==> config.mk <==
export PLATFORM = sky130hd
export DESIGN_NAME = instr_fetch_unit_flat
export DESIGN_NICKNAME = d
export VERILOG_FILES = /design/src/rtl/instr_fetch_unit_if.sv /design/src/rtl/instr_fetch_unit.sv /design/src/flat_wrapper.sv
export SDC_FILE = /design/constraint.sdc
export NUM_CORES = 1
export LEC_CHECK = 0
export ABC_CLOCK_PERIOD_IN_PS = 1500
export CAP_MARGIN = 20
export CORE_ASPECT_RATIO = 0.5
export CORE_MARGIN = 5
export CORE_UTILIZATION = 39
export CTS_BUF_LIST = sky130_fd_sc_hd__clkbuf_4 sky130_fd_sc_hd__clkbuf_8 sky130_fd_sc_hd__clkbuf_16
export DETAILED_ROUTE_END_ITERATION = 10
export GPL_TIMING_DRIVEN = 0
export PLACE_DENSITY = 0.74
export SLEW_MARGIN = 10
export SYNTH_ARGS = -nofsm -noshare
export SYNTH_HDL_FRONTEND = slang
export SYNTH_SLANG_ARGS = --single-unit
==> constraint.sdc <==
create_clock -name clk -period 1.5 [get_ports clk]
set_clock_uncertainty 0.1 [all_clocks]
set_input_delay 0.225 -clock clk [delete_from_list [all_inputs] [get_ports clk]]
set_output_delay 0.225 -clock clk [all_outputs]
set_load 0.005 [all_outputs]
==> src/rtl/instr_fetch_unit_if.sv <==
// Bus-side and decoder-side signals of the instruction fetch stage.
// The master modport is the fetch unit; the slave modport is the RAM/arbiter/decoder side.
interface instr_fetch_unit_if #(
    parameter int ADDRESS_BUS_WIDTH = 13,
    parameter int DATA_BUS_WIDTH    = 32
) ();

    logic [ADDRESS_BUS_WIDTH-1:0] mem_address;
    logic                         mem_read_not_write;
    logic                         mem_req;
    logic                         mem_grant;
    logic [DATA_BUS_WIDTH-1:0]    mem_data;

    logic                         redirect_valid;
    logic [ADDRESS_BUS_WIDTH-1:0] redirect_addr;

    logic                         instr_ready;
    logic                         instr_valid;
    logic [DATA_BUS_WIDTH-1:0]    instr_word;
    logic [DATA_BUS_WIDTH-1:0]    instr_imm;
    logic [ADDRESS_BUS_WIDTH-1:0] instr_pc;

    modport master (
        output mem_address,
        output mem_read_not_write,
        output mem_req,
        input  mem_grant,
        input  mem_data,
        input  redirect_valid,
        input  redirect_addr,
        input  instr_ready,
        output instr_valid,
        output instr_word,
        output instr_imm,
        output instr_pc
    );

    modport slave (
        input  mem_address,
        input  mem_read_not_write,
        input  mem_req,
        output mem_grant,
        output mem_data,
        output redirect_valid,
        output redirect_addr,
        output instr_ready,
        input  instr_valid,
        input  instr_word,
        input  instr_imm,
        input  instr_pc
    );

endinterface

==> src/rtl/instr_fetch_unit.sv <==
// Instruction fetch stage: reads the opcode word at PC and the immediate at PC+2 from the
// shared synchronous-read RAM, then holds them for the decoder under a valid/ready handshake.
module instr_fetch_unit #(
    parameter int          ADDRESS_BUS_WIDTH = 13,
    parameter int          DATA_BUS_WIDTH    = 32,
    parameter int unsigned RESET_ADDRESS     = 4096
) (
    input  logic               clk,
    input  logic               reset_n,
    instr_fetch_unit_if.master fetch_bus
);

    localparam logic [ADDRESS_BUS_WIDTH-1:0] ResetPc  = ADDRESS_BUS_WIDTH'(RESET_ADDRESS);
    localparam logic [ADDRESS_BUS_WIDTH-1:0] WordMask = ~ADDRESS_BUS_WIDTH'(3);

    typedef enum logic [1:0] {
        FETCH_OP,
        FETCH_IMM,
        CAPTURE_IMM,
        HOLD
    } state_e;

    state_e                       state_q, state_d;
    logic [ADDRESS_BUS_WIDTH-1:0] pc_q, pc_d;
    logic [ADDRESS_BUS_WIDTH-1:0] pc_plus2;
    logic [ADDRESS_BUS_WIDTH-1:0] instr_pc_q, instr_pc_d;
    logic [DATA_BUS_WIDTH-1:0]    instr_word_q, instr_word_d;
    logic [DATA_BUS_WIDTH-1:0]    instr_imm_q, instr_imm_d;
    logic                         instr_valid_q, instr_valid_d;

    assign pc_plus2 = pc_q + ADDRESS_BUS_WIDTH'(2);

    always_ff @(posedge clk) begin
        if (!reset_n) begin
            state_q <= FETCH_OP;
        end else begin
            state_q <= state_d;
        end
    end

    // A redirect restarts the fetch from any state, abandoning a partly read instruction.
    always_comb begin
        state_d = state_q;
        if (fetch_bus.redirect_valid) begin
            state_d = FETCH_OP;
        end else begin
            case (state_q)
                FETCH_OP:    if (fetch_bus.mem_grant) state_d = FETCH_IMM;
                FETCH_IMM:   state_d = CAPTURE_IMM;
                CAPTURE_IMM: state_d = HOLD;
                HOLD:        if (fetch_bus.instr_ready) state_d = FETCH_OP;
                default:     state_d = FETCH_OP;
            endcase
        end
    end

    // The request is suppressed while reset is held so the arbiter sees an idle master.
    always_comb begin
        fetch_bus.mem_req     = 1'b0;
        fetch_bus.mem_address = pc_q;
        if (reset_n) begin
            case (state_q)
                FETCH_OP: begin
                    fetch_bus.mem_req = 1'b1;
                end
                FETCH_IMM, CAPTURE_IMM: begin
                    fetch_bus.mem_req     = 1'b1;
                    fetch_bus.mem_address = pc_plus2;
                end
                default: begin
                    fetch_bus.mem_req = 1'b0;
                end
            endcase
        end
    end

    assign fetch_bus.mem_read_not_write = 1'b1;
    assign fetch_bus.instr_valid        = instr_valid_q;
    assign fetch_bus.instr_word         = instr_word_q;
    assign fetch_bus.instr_imm          = instr_imm_q;
    assign fetch_bus.instr_pc           = instr_pc_q;

    // RAM data lags the address by one edge: the opcode arrives in FETCH_IMM, the immediate in CAPTURE_IMM.
    always_comb begin
        pc_d          = pc_q;
        instr_pc_d    = instr_pc_q;
        instr_word_d  = instr_word_q;
        instr_imm_d   = instr_imm_q;
        instr_valid_d = instr_valid_q;
        if (fetch_bus.redirect_valid) begin
            pc_d          = fetch_bus.redirect_addr & WordMask;
            instr_valid_d = 1'b0;
        end else begin
            case (state_q)
                FETCH_IMM: begin
                    instr_word_d = fetch_bus.mem_data;
                end
                CAPTURE_IMM: begin
                    instr_imm_d   = fetch_bus.mem_data;
                    instr_pc_d    = pc_q;
                    instr_valid_d = 1'b1;
                end
                HOLD: begin
                    if (fetch_bus.instr_ready) begin
                        instr_valid_d = 1'b0;
                        pc_d          = pc_q + ADDRESS_BUS_WIDTH'(4);
                    end
                end
                default: begin
                    pc_d = pc_q;
                end
            endcase
        end
    end

    always_ff @(posedge clk) begin
        if (!reset_n) begin
            pc_q          <= ResetPc;
            instr_pc_q    <= ResetPc;
            instr_word_q  <= '0;
            instr_imm_q   <= '0;
            instr_valid_q <= 1'b0;
        end else begin
            pc_q          <= pc_d;
            instr_pc_q    <= instr_pc_d;
            instr_word_q  <= instr_word_d;
            instr_imm_q   <= instr_imm_d;
            instr_valid_q <= instr_valid_d;
        end
    end

    // The presented instruction exists exactly while the FSM waits in HOLD.
    assert property (@(posedge clk) disable iff (!reset_n) instr_valid_q == (state_q == HOLD));

endmodule

==> src/flat_wrapper.sv <==
// flat-port wrapper written by rule: the top's interface ports become plain ports
module instr_fetch_unit_flat 
#(
    parameter int          ADDRESS_BUS_WIDTH = 13,
    parameter int          DATA_BUS_WIDTH    = 32,
    parameter int unsigned RESET_ADDRESS     = 4096
)
  (clk, reset_n, fetch_bus_mem_address, fetch_bus_mem_read_not_write, fetch_bus_mem_req, fetch_bus_mem_grant, fetch_bus_mem_data, fetch_bus_redirect_valid, fetch_bus_redirect_addr, fetch_bus_instr_ready, fetch_bus_instr_valid, fetch_bus_instr_word, fetch_bus_instr_imm, fetch_bus_instr_pc);
  instr_fetch_unit_if #(.ADDRESS_BUS_WIDTH(ADDRESS_BUS_WIDTH), .DATA_BUS_WIDTH(DATA_BUS_WIDTH)) fetch_bus_i ();
  input  logic clk;
  input  logic reset_n;
  output wire logic [$bits(fetch_bus_i.mem_address)-1:0] fetch_bus_mem_address;
  output wire logic [$bits(fetch_bus_i.mem_read_not_write)-1:0] fetch_bus_mem_read_not_write;
  output wire logic [$bits(fetch_bus_i.mem_req)-1:0] fetch_bus_mem_req;
  input wire logic [$bits(fetch_bus_i.mem_grant)-1:0] fetch_bus_mem_grant;
  input wire logic [$bits(fetch_bus_i.mem_data)-1:0] fetch_bus_mem_data;
  input wire logic [$bits(fetch_bus_i.redirect_valid)-1:0] fetch_bus_redirect_valid;
  input wire logic [$bits(fetch_bus_i.redirect_addr)-1:0] fetch_bus_redirect_addr;
  input wire logic [$bits(fetch_bus_i.instr_ready)-1:0] fetch_bus_instr_ready;
  output wire logic [$bits(fetch_bus_i.instr_valid)-1:0] fetch_bus_instr_valid;
  output wire logic [$bits(fetch_bus_i.instr_word)-1:0] fetch_bus_instr_word;
  output wire logic [$bits(fetch_bus_i.instr_imm)-1:0] fetch_bus_instr_imm;
  output wire logic [$bits(fetch_bus_i.instr_pc)-1:0] fetch_bus_instr_pc;
  assign fetch_bus_mem_address = fetch_bus_i.mem_address;
  assign fetch_bus_mem_read_not_write = fetch_bus_i.mem_read_not_write;
  assign fetch_bus_mem_req = fetch_bus_i.mem_req;
  assign fetch_bus_i.mem_grant = fetch_bus_mem_grant;
  assign fetch_bus_i.mem_data = fetch_bus_mem_data;
  assign fetch_bus_i.redirect_valid = fetch_bus_redirect_valid;
  assign fetch_bus_i.redirect_addr = fetch_bus_redirect_addr;
  assign fetch_bus_i.instr_ready = fetch_bus_instr_ready;
  assign fetch_bus_instr_valid = fetch_bus_i.instr_valid;
  assign fetch_bus_instr_word = fetch_bus_i.instr_word;
  assign fetch_bus_instr_imm = fetch_bus_i.instr_imm;
  assign fetch_bus_instr_pc = fetch_bus_i.instr_pc;
  instr_fetch_unit #(.ADDRESS_BUS_WIDTH(ADDRESS_BUS_WIDTH), .DATA_BUS_WIDTH(DATA_BUS_WIDTH), .RESET_ADDRESS(RESET_ADDRESS)) u_core (.clk(clk), .reset_n(reset_n), .fetch_bus(fetch_bus_i));
endmodule
==> results of run 1 <==
cells in the final DEF (no fill, tap or decap), types with 3 or more instances in the layout:
| master | Yosys | layout |
|---|---|---|
| a21boi_0 | 74 | 28 |
| clkbuf_8 | 0 | 3 |
| buf_4 | 5 | 13 |
| a21boi_2 | 0 | 3 |
| o21ai_1 | 2 | 4 |
| buf_12 | 0 | 3 |
| nand3_1 | 7 | 7 |
| dlymetal6s2s_1 | 0 | 24 |
| a21oi_1 | 7 | 6 |
| xnor2_1 | 5 | 5 |
| dfxtp_4 | 0 | 9 |
| clkbuf_16 | 0 | 15 |
| ha_4 | 0 | 3 |
| dfxtp_2 | 0 | 3 |
| and2_1 | 3 | 3 |
| dfxtp_1 | 89 | 77 |
| conb_1 | 2 | 4 |
| xor2_1 | 5 | 5 |
| inv_1 | 5 | 3 |
| nor2_1 | 4 | 3 |
| nand2_1 | 160 | 157 |
| dlygate4sd2_1 | 0 | 64 |
| clkdlybuf4s50_1 | 0 | 45 |
| o21ai_0 | 7 | 5 |
| clkbuf_1 | 18 | 9 |
| buf_8 | 0 | 5 |
| a21boi_1 | 0 | 43 |
| buf_6 | 0 | 6 |
power by group through the flow:
stage	clock [W]	sequential (W)	combinational (W)
detailed placement	0	0.00252	0.000472
floorplan	0	0.00252	0.000172
global route	0.00250	0.00247	0.000566
finish	0.00233	0.00246	0.000518
CTS	0.00237	0.00246	0.000486
global placement	0	0.00252	0.000468
per-layer routing:
| metal | GRT usage | wire length (um) |
|---|---|---|
| met1 | 0.215 | 4740 |
| met2 | 0.327 | 5290 |
| met3 | 0.0547 | 542 |
| met4 | 0.0363 | 68 |
| met5 | 0 | 0 |
cells by family (layout without fill, tap and decap cells):
group	after synthesis	after routing	share of synthesized area
other cells	2	4	0.00210
fa+ha+maj	5	5	0.0175
xor+xnor	10	10	0.0244
mux	2	2	0.00559
flops	89	89	0.497
buf+inv	36	199	0.0458
simple gates	191	191	0.225
compound gates	92	92	0.183
registers in the layout, indices dropped and copies added, names as in the netlist:
name	flops
u_core.fetch_bus.instr_pc	11
u_core.fetch_bus.instr_valid	1
u_core.pc_q	11
u_core.fetch_bus.instr_word	32
u_core.fetch_bus.instr_imm	32
u_core.state_q	2
cells in the mapped netlist (3+ instances only):
cell type	count
inv_1	5
clkbuf_1	18
xnor2_1	5
dfxtp_1	89
nand3_1	7
a21oi_1	7
nor2_1	4
nor3_1	5
nand2_1	160
ha_1	5
a21boi_0	74
o21ai_0	7
and2_1	3
buf_4	5
buf_2	8
nor2b_1	3
xor2_1	5
layout make-up:
type	instances	area share
Tap cell	117	0.0249
Buffer	31	0.0587
Clock buffer	14	0.0479
Clock inverter	2	0.00596
Sequential cell	89	0.309
Multi-Input combinational cell	304	0.301
Timing Repair Buffer	147	0.249
Inverter	5	0.00319
through the flow:
stage               total power [W]  worst slack [ns]  instance area [um^2]  hold WS, ns  std cells
floorplan                   0.00269            0.0276                  3590        0.262        429
global placement            0.00299            -0.425                  5090        0.349        681
detailed placement          0.00299            -0.467                  5090        0.357        681
CTS                         0.00531            -0.105                  5640        0.184        703
global route                0.00553            -0.164                  5880        0.216        709
finish                      0.00530            -0.103                  5880        0.179        709
how the worst min path moves through the flow:
stage	endpoint	slack (ns)
global route	u_core.fetch_bus.instr_pc[12]	0.22
global placement	u_core.fetch_bus.instr_imm[29]	0.35
finish	u_core.fetch_bus.instr_pc[12]	0.18
detailed placement	u_core.fetch_bus.instr_word[0]	0.36
floorplan	u_core.pc_q[11]	0.26
CTS	u_core.fetch_bus.instr_pc[12]	0.18
worst reg2reg max path, delay by kind of cell (launching register included):
| family | cells | cell delay, ns |
|---|---|---|
| AO/OA/AOI/OAI | 1 | 0.15 |
| adder cells (fa/ha/maj) | 1 | 0.15 |
| buffers and inverters | 2 | 0.22 |
| flip-flops | 1 | 0.37 |
| XOR/XNOR | 1 | 0.10 |
| AND/OR/NAND/NOR | 2 | 0.37 |
timing repair:
| action | in CTS | in global routing |
|---|---|---|
| endpoints found under the setup margin | 140 | 111 |
| pin swaps | 11 | 7 |
| gates cloned | 1 | 3 |
| buffers inserted | 5 | 3 |
| gates resized for setup | 148 | 96 |
==> impl_results.md, run 1 <==
- Status: finished, violations left
- Failing checks: setup timing
- Max VDD drop: 0.000595 V
- Async S/R FF share, synth: 0
- First-pass detailed-route iteration total: 4
- Hold Buf Count CTS: 0
- ANT cells: 0
- Hold path start: reset_n
- Total CTS buffers: 9
- Combinational share of power: 0.098
- Share of cells above drive strength 1: 0.145
- Count of maximum capacitance violations: 0
- Starting density of the core: 0.406
- Area of the multi-input gates: roughly 1800 um^2
- Largest net degree at the start of global routing: 14
- DR iter-0 viols: ~180
- Flip-flop and latch area: between 1500 and 2000 um^2
- RSZ-0062 raised after global routing: true
- Yosys Warn Count: 0
- Area contributors post-synth: dfxtp_1 50%, nand2_1 17%, a21boi_0 16%
- Hold Path Stages: 2
- WL final: around 11000 um
- Worst r2r src: u_core.state_q[0]
- Req. time, crit path: approximately 1.2 ns
- Vias per cell: approximately 4.7
- Internal: around 0.0042 W
- Tot GR Track Use: 0.181
- #FFs+latches synth: 89
- Post-layout util: 0.666
- Layout area overhead: 64.1%
- Hold WC Path Type: primary input to flop
- Die height: around 78 um
- Crit path from: u_core.state_q[0]
- Final nets: 642
- Detailed Place HPWL: 7430 um
- Worst-path cell chain: buf_12 > ha_4 > and2b_1 > buf_2
- CP Max Fanout: 5
- CP max stage delay: ~0.36 ns
- Gate Count Post-Synth: roughly 430
- Synthesized area: 3580 um^2
- # DRC: 0
- Routed WL per cell: around 15 um
- Port-buffer cells: 135
- WP buf/inv: 2
- Power share of the clock group: 0.438
- Share of the synthesized area in the top cell type: 0.497
- Gr ovfl total: 0
- Die X: around 150 um
- CP startpoint kind: flop
- Sequential share of the synthesized area: 0.497
- Crit end category: primary output
- Die Area: approximately 11000 um^2
- Worst Setup EP: fetch_bus_mem_req
- CTS Buffer Depth: 2
- Clock root buffer: clkbuf_16
- Min Tclk post-route: 1.60 ns
- Register share of total power: 0.464
- Filler Cells Inserted: 740
- Final setup violation count: 6
- Worst path depth: 4
- EDFF count, synth: 0
- Post-route clock period utilization: 1.07
- Site Rows: 24
- TritonCTS clock tree: done
- Sw Share: 0.212
- Worst skew pair latency: between 0.3 and 0.4 ns
- PD cells: about 900 nW/um^2
- Worst path arrival time: 1.28 ns
- Final Hold Vio Count: 0
- Critical-path top delay cell: dfxtp_4
- Yosys top cell by area: dfxtp_1
- R2R setup slack: -0.06 ns
- Core area: 8830 um^2
- DRT antenna net count: 0
- Final TNS setup: -0.285 ns
- Synth unique cells: 29
- Syn_area_per_cell: 8.39 um^2
- Reg clk slew, reported paths: 0.06 ns
- Setup WS post-layout: -0.103 ns
- # clock sinks: 89
- Initial antenna violation count: 0
- Worst r2r dst: u_core.pc_q[12]
- Final Wtd Congestion: ~0.76
- Top cell family by delay on the critical path: flip-flops
- Net Sw Power: roughly 0.0011 W
- CP Class: flop to primary output
- Worst R2R Path Depth: 7
- Slew Viols, Final: 0
- Vias in the first global route: between 3000 and 4000
- Vias post-DR: roughly 3300
- LEAKAGE: about 2.8 nW
- I/O pin total: approximately 140
- First-pass GRT wire length: between 15000 and 20000 um
- Top FF cell, synth: dfxtp_1
- FMAX: roughly 620 MHz
- Htree depth: 3
Note: power is estimated with default switching activity, not from simulation.
==> inputs of run 2 (changes only) <==
--- a/config.mk
+++ b/config.mk
@@ -13,7 +13,7 @@
 export CTS_BUF_LIST = sky130_fd_sc_hd__clkbuf_4 sky130_fd_sc_hd__clkbuf_8 sky130_fd_sc_hd__clkbuf_16
 export DETAILED_ROUTE_END_ITERATION = 10
 export GPL_TIMING_DRIVEN = 0
-export PLACE_DENSITY = 0.74
+export PLACE_DENSITY = 0.76
 export SLEW_MARGIN = 10
 export SYNTH_ARGS = -nofsm -noshare
 export SYNTH_HDL_FRONTEND = slang
==> run 2 against run 1 <==
Compared with the run above:
- the run still ends with setup timing left
- hold slack got worse by 0.0057 ns
- flip-flop and latch count did not move
- die area did not move
- global-route usage barely moved
- routed wire length rose by 3.6%
- core utilization fell by 0.31 points
- non-clock buffer count rose by 2
- count of clock-buffer cells in the layout fell by 4
- clock power rose by 9.9%
- fmax rose by 1.0%
- sequential power barely moved
- final cell count rose by 0.28%
- critical endpoint unchanged
- largest cell class unchanged
==> impl_results.md, run 2 (synthesized netlist as in run 1, its figures left out) <==
- Status: finished, violations left
- Failing checks: setup timing
- Post-route clock period utilization: 1.06 (-0.0109)
- Reg clk slew, reported paths: 0.06 ns (about the same)
- Crit end category: primary output
- Final Hold Vio Count: 0 (unchanged)
- FMAX: 630 MHz (+1.0%)
- DR iter-0 viols: 114 (-38%)
- # DRC: 0 (unchanged)
- Detailed Place HPWL: 7590 um (+2.2%)
- Area of the multi-input gates: 1760 um^2 (-0.28%)
- Final setup violation count: 22 (+16)
- First-pass GRT wire length: 16700 um (-0.99%)
- Die Area: 11300 um^2 (unchanged)
- Initial antenna violation count: 0 (unchanged)
- Core area: 8830 um^2 (unchanged)
- Worst skew pair latency: 0.34 ns (about the same)
- Placed Cells: 681 (unchanged)
- # clock sinks: 89 (unchanged)
- Port-buffer cells: 135 (unchanged)
- CP Max Fanout: 4 (-1)
- CP startpoint kind: flop
- First-pass detailed-route iteration total: 4 (unchanged)
- CP Class: flop to primary output
- Min Tclk post-route: 1.59 ns (-0.0164 ns)
- Req. time, crit path: 1.17 ns (about the same)
- Hold_ws: 0.173 ns (-0.00570 ns)
- TritonCTS clock tree: done
- Htree depth: 3 (unchanged)
- R2R setup slack: -0.05 ns (about the same)
- Setup WS post-layout: -0.0867 ns (+0.0164 ns)
- Clock root buffer: clkbuf_16
- Die X: 146 um (unchanged)
- Final nets: 644 (+0.31%)
- Die height: 77.8 um (unchanged)
- Commonest cells after routing, fill and taps aside: 157 x nand2_1, 80 x dlygate4sd2_1, 73 x dfxtp_1
- Gr ovfl total: 0 (unchanged)
- Starting density of the core: 0.406 (unchanged)
- I/O pin total: 143 (unchanged)
- DRT antenna net count: 0 (unchanged)
- Post-layout util: 0.663 (-0.00312)
- ANT cells: 0 (unchanged)
- Total CTS buffers: 9 (unchanged)
- Site Rows: 24 (unchanged)
- Layout area overhead: 63.3%
- WL final: 11000 um (+3.6%)
- Largest net degree at the start of global routing: 15 (+1)
- DP Worst Slack: -0.508 ns (-0.0405 ns)
- Vias post-DR: 3361 (+0.66%)
- Max VDD drop: 0.000660 V (+11%)
- RSZ-0062 raised after global routing: true
- Non-Filler Instances: 711 (+0.28%)
- Commonest non-fill, non-tap cell in the layout: nand2_1
- Hold WC Path Type: primary input to flop
- Vias in the first global route: 3270 (-2.8%)
- Count of maximum capacitance violations: 0 (unchanged)
- Hold Buf Count CTS: 0 (unchanged)
- Routed WL per cell: 15.5 um (+3.3%)
- CTS Buffer Depth: 2 (unchanged)
- Slew Viols, Final: 0 (unchanged)
- Worst path arrival time: 1.26 ns (-0.02 ns)
- Final Wtd Congestion: 0.761 (about the same)
- Filler Cells Inserted: 772 (+4.3%)
- Tot Pwr: 0.00553 W (+4.3%)
- Tot GR Track Use: 0.181 (about the same)
- Slew of the pin with the lowest slew margin: a little over 0.5 ns
- LEAKAGE: 2.62 nW (-7.4%)
- Share of cells above drive strength 1: 0.157 (+0.0113)
- Worst slew margin: 0.660
- Flip-flop and latch area: 1820 um^2 (+0.28%)
- Vias per cell: 4.73 (+0.38%)
- PD cells: 945 nW/um^2 (+4.8%)
-- run 2: cell count changes in the layout (fill, tap and decap cells not counted), moves of 2 or more --
cell / change
clkinv_2: +2
nand2_4: +2
dlygate4sd2_1: +16
a21boi_1: -3
clkbuf_4: -2
dfxtp_1: -4
a21boi_0: +5
dfxtp_2: +4
buf_4: +2
buf_12: -3
bufinv_16: +2
a21boi_2: -2
dlymetal6s2s_1: -16
-- run 2: final timing paths --
check / endpoint / startpoint / cells past startpoint
max reg2reg: u_core.fetch_bus.instr_word[28] / u_core.state_q[0] / 7
min reg2reg: u_core.fetch_bus.instr_word[29] / u_core.fetch_bus.instr_word[29] / 2
max: fetch_bus_mem_req / u_core.state_q[0] / 4
min: u_core.fetch_bus.instr_pc[12] / reset_n / 2
-- run 2: per-layer routing --
metal | track usage | up-vias | share of wire
met5 | 0 | - | 0
met4 | 0.0438 | 0 | 0.011
met3 | 0.0565 | 11 | 0.047
met2 | 0.324 | 81 | 0.50
met1 | 0.214 | 1565 | 0.44
li1 | - | 1704 | -
-- run 2: cell type report --
type,count,share of cell area
plain buffers,31,0.0488
clock buffers,10,0.0408
clock inverters,6,0.0180
inverters,5,0.00364
multi-input cells,304,0.301
flip-flops and latches,89,0.312
well taps,117,0.0250
repair buffers,149,0.251
-- run 2: power breakdown --
| part | switching (W) | internal (W) |
|---|---|---|
| sequential | 0.0000488 | 0.00241 |
| combinational | 0.000212 | 0.000297 |
| clock | 0.000897 | 0.00166 |
-- run 2: through the flow --
stage	TNS [ns]	instance area, um^2
6_report	-0.520	5850
5_1_grt	-3.40	5850
4_1_cts	-0.644	5620
3_5_place_dp	-33.78	5090
3_3_place_gp	-30.99	5090
2_1_floorplan	0	3590
-- run 2: worst max-delay path, cell delays in order, from the launching register on --
cell     delay (ns)
dfxtp_2        0.34
buf_6          0.12
ha_4           0.16
and2b_1        0.19
buf_2          0.11
-- run 2: timing repair --
| item | 4_1_cts | 5_1_grt |
|---|---|---|
| gates cloned | 0 | 5 |
| gates resized for setup | 173 | 64 |
| setup buffers | 7 | 2 |
| pin swaps | 7 | 8 |
| endpoints found under the hold margin | 0 | 0 |
| endpoints found under the setup margin | 158 | 95 |
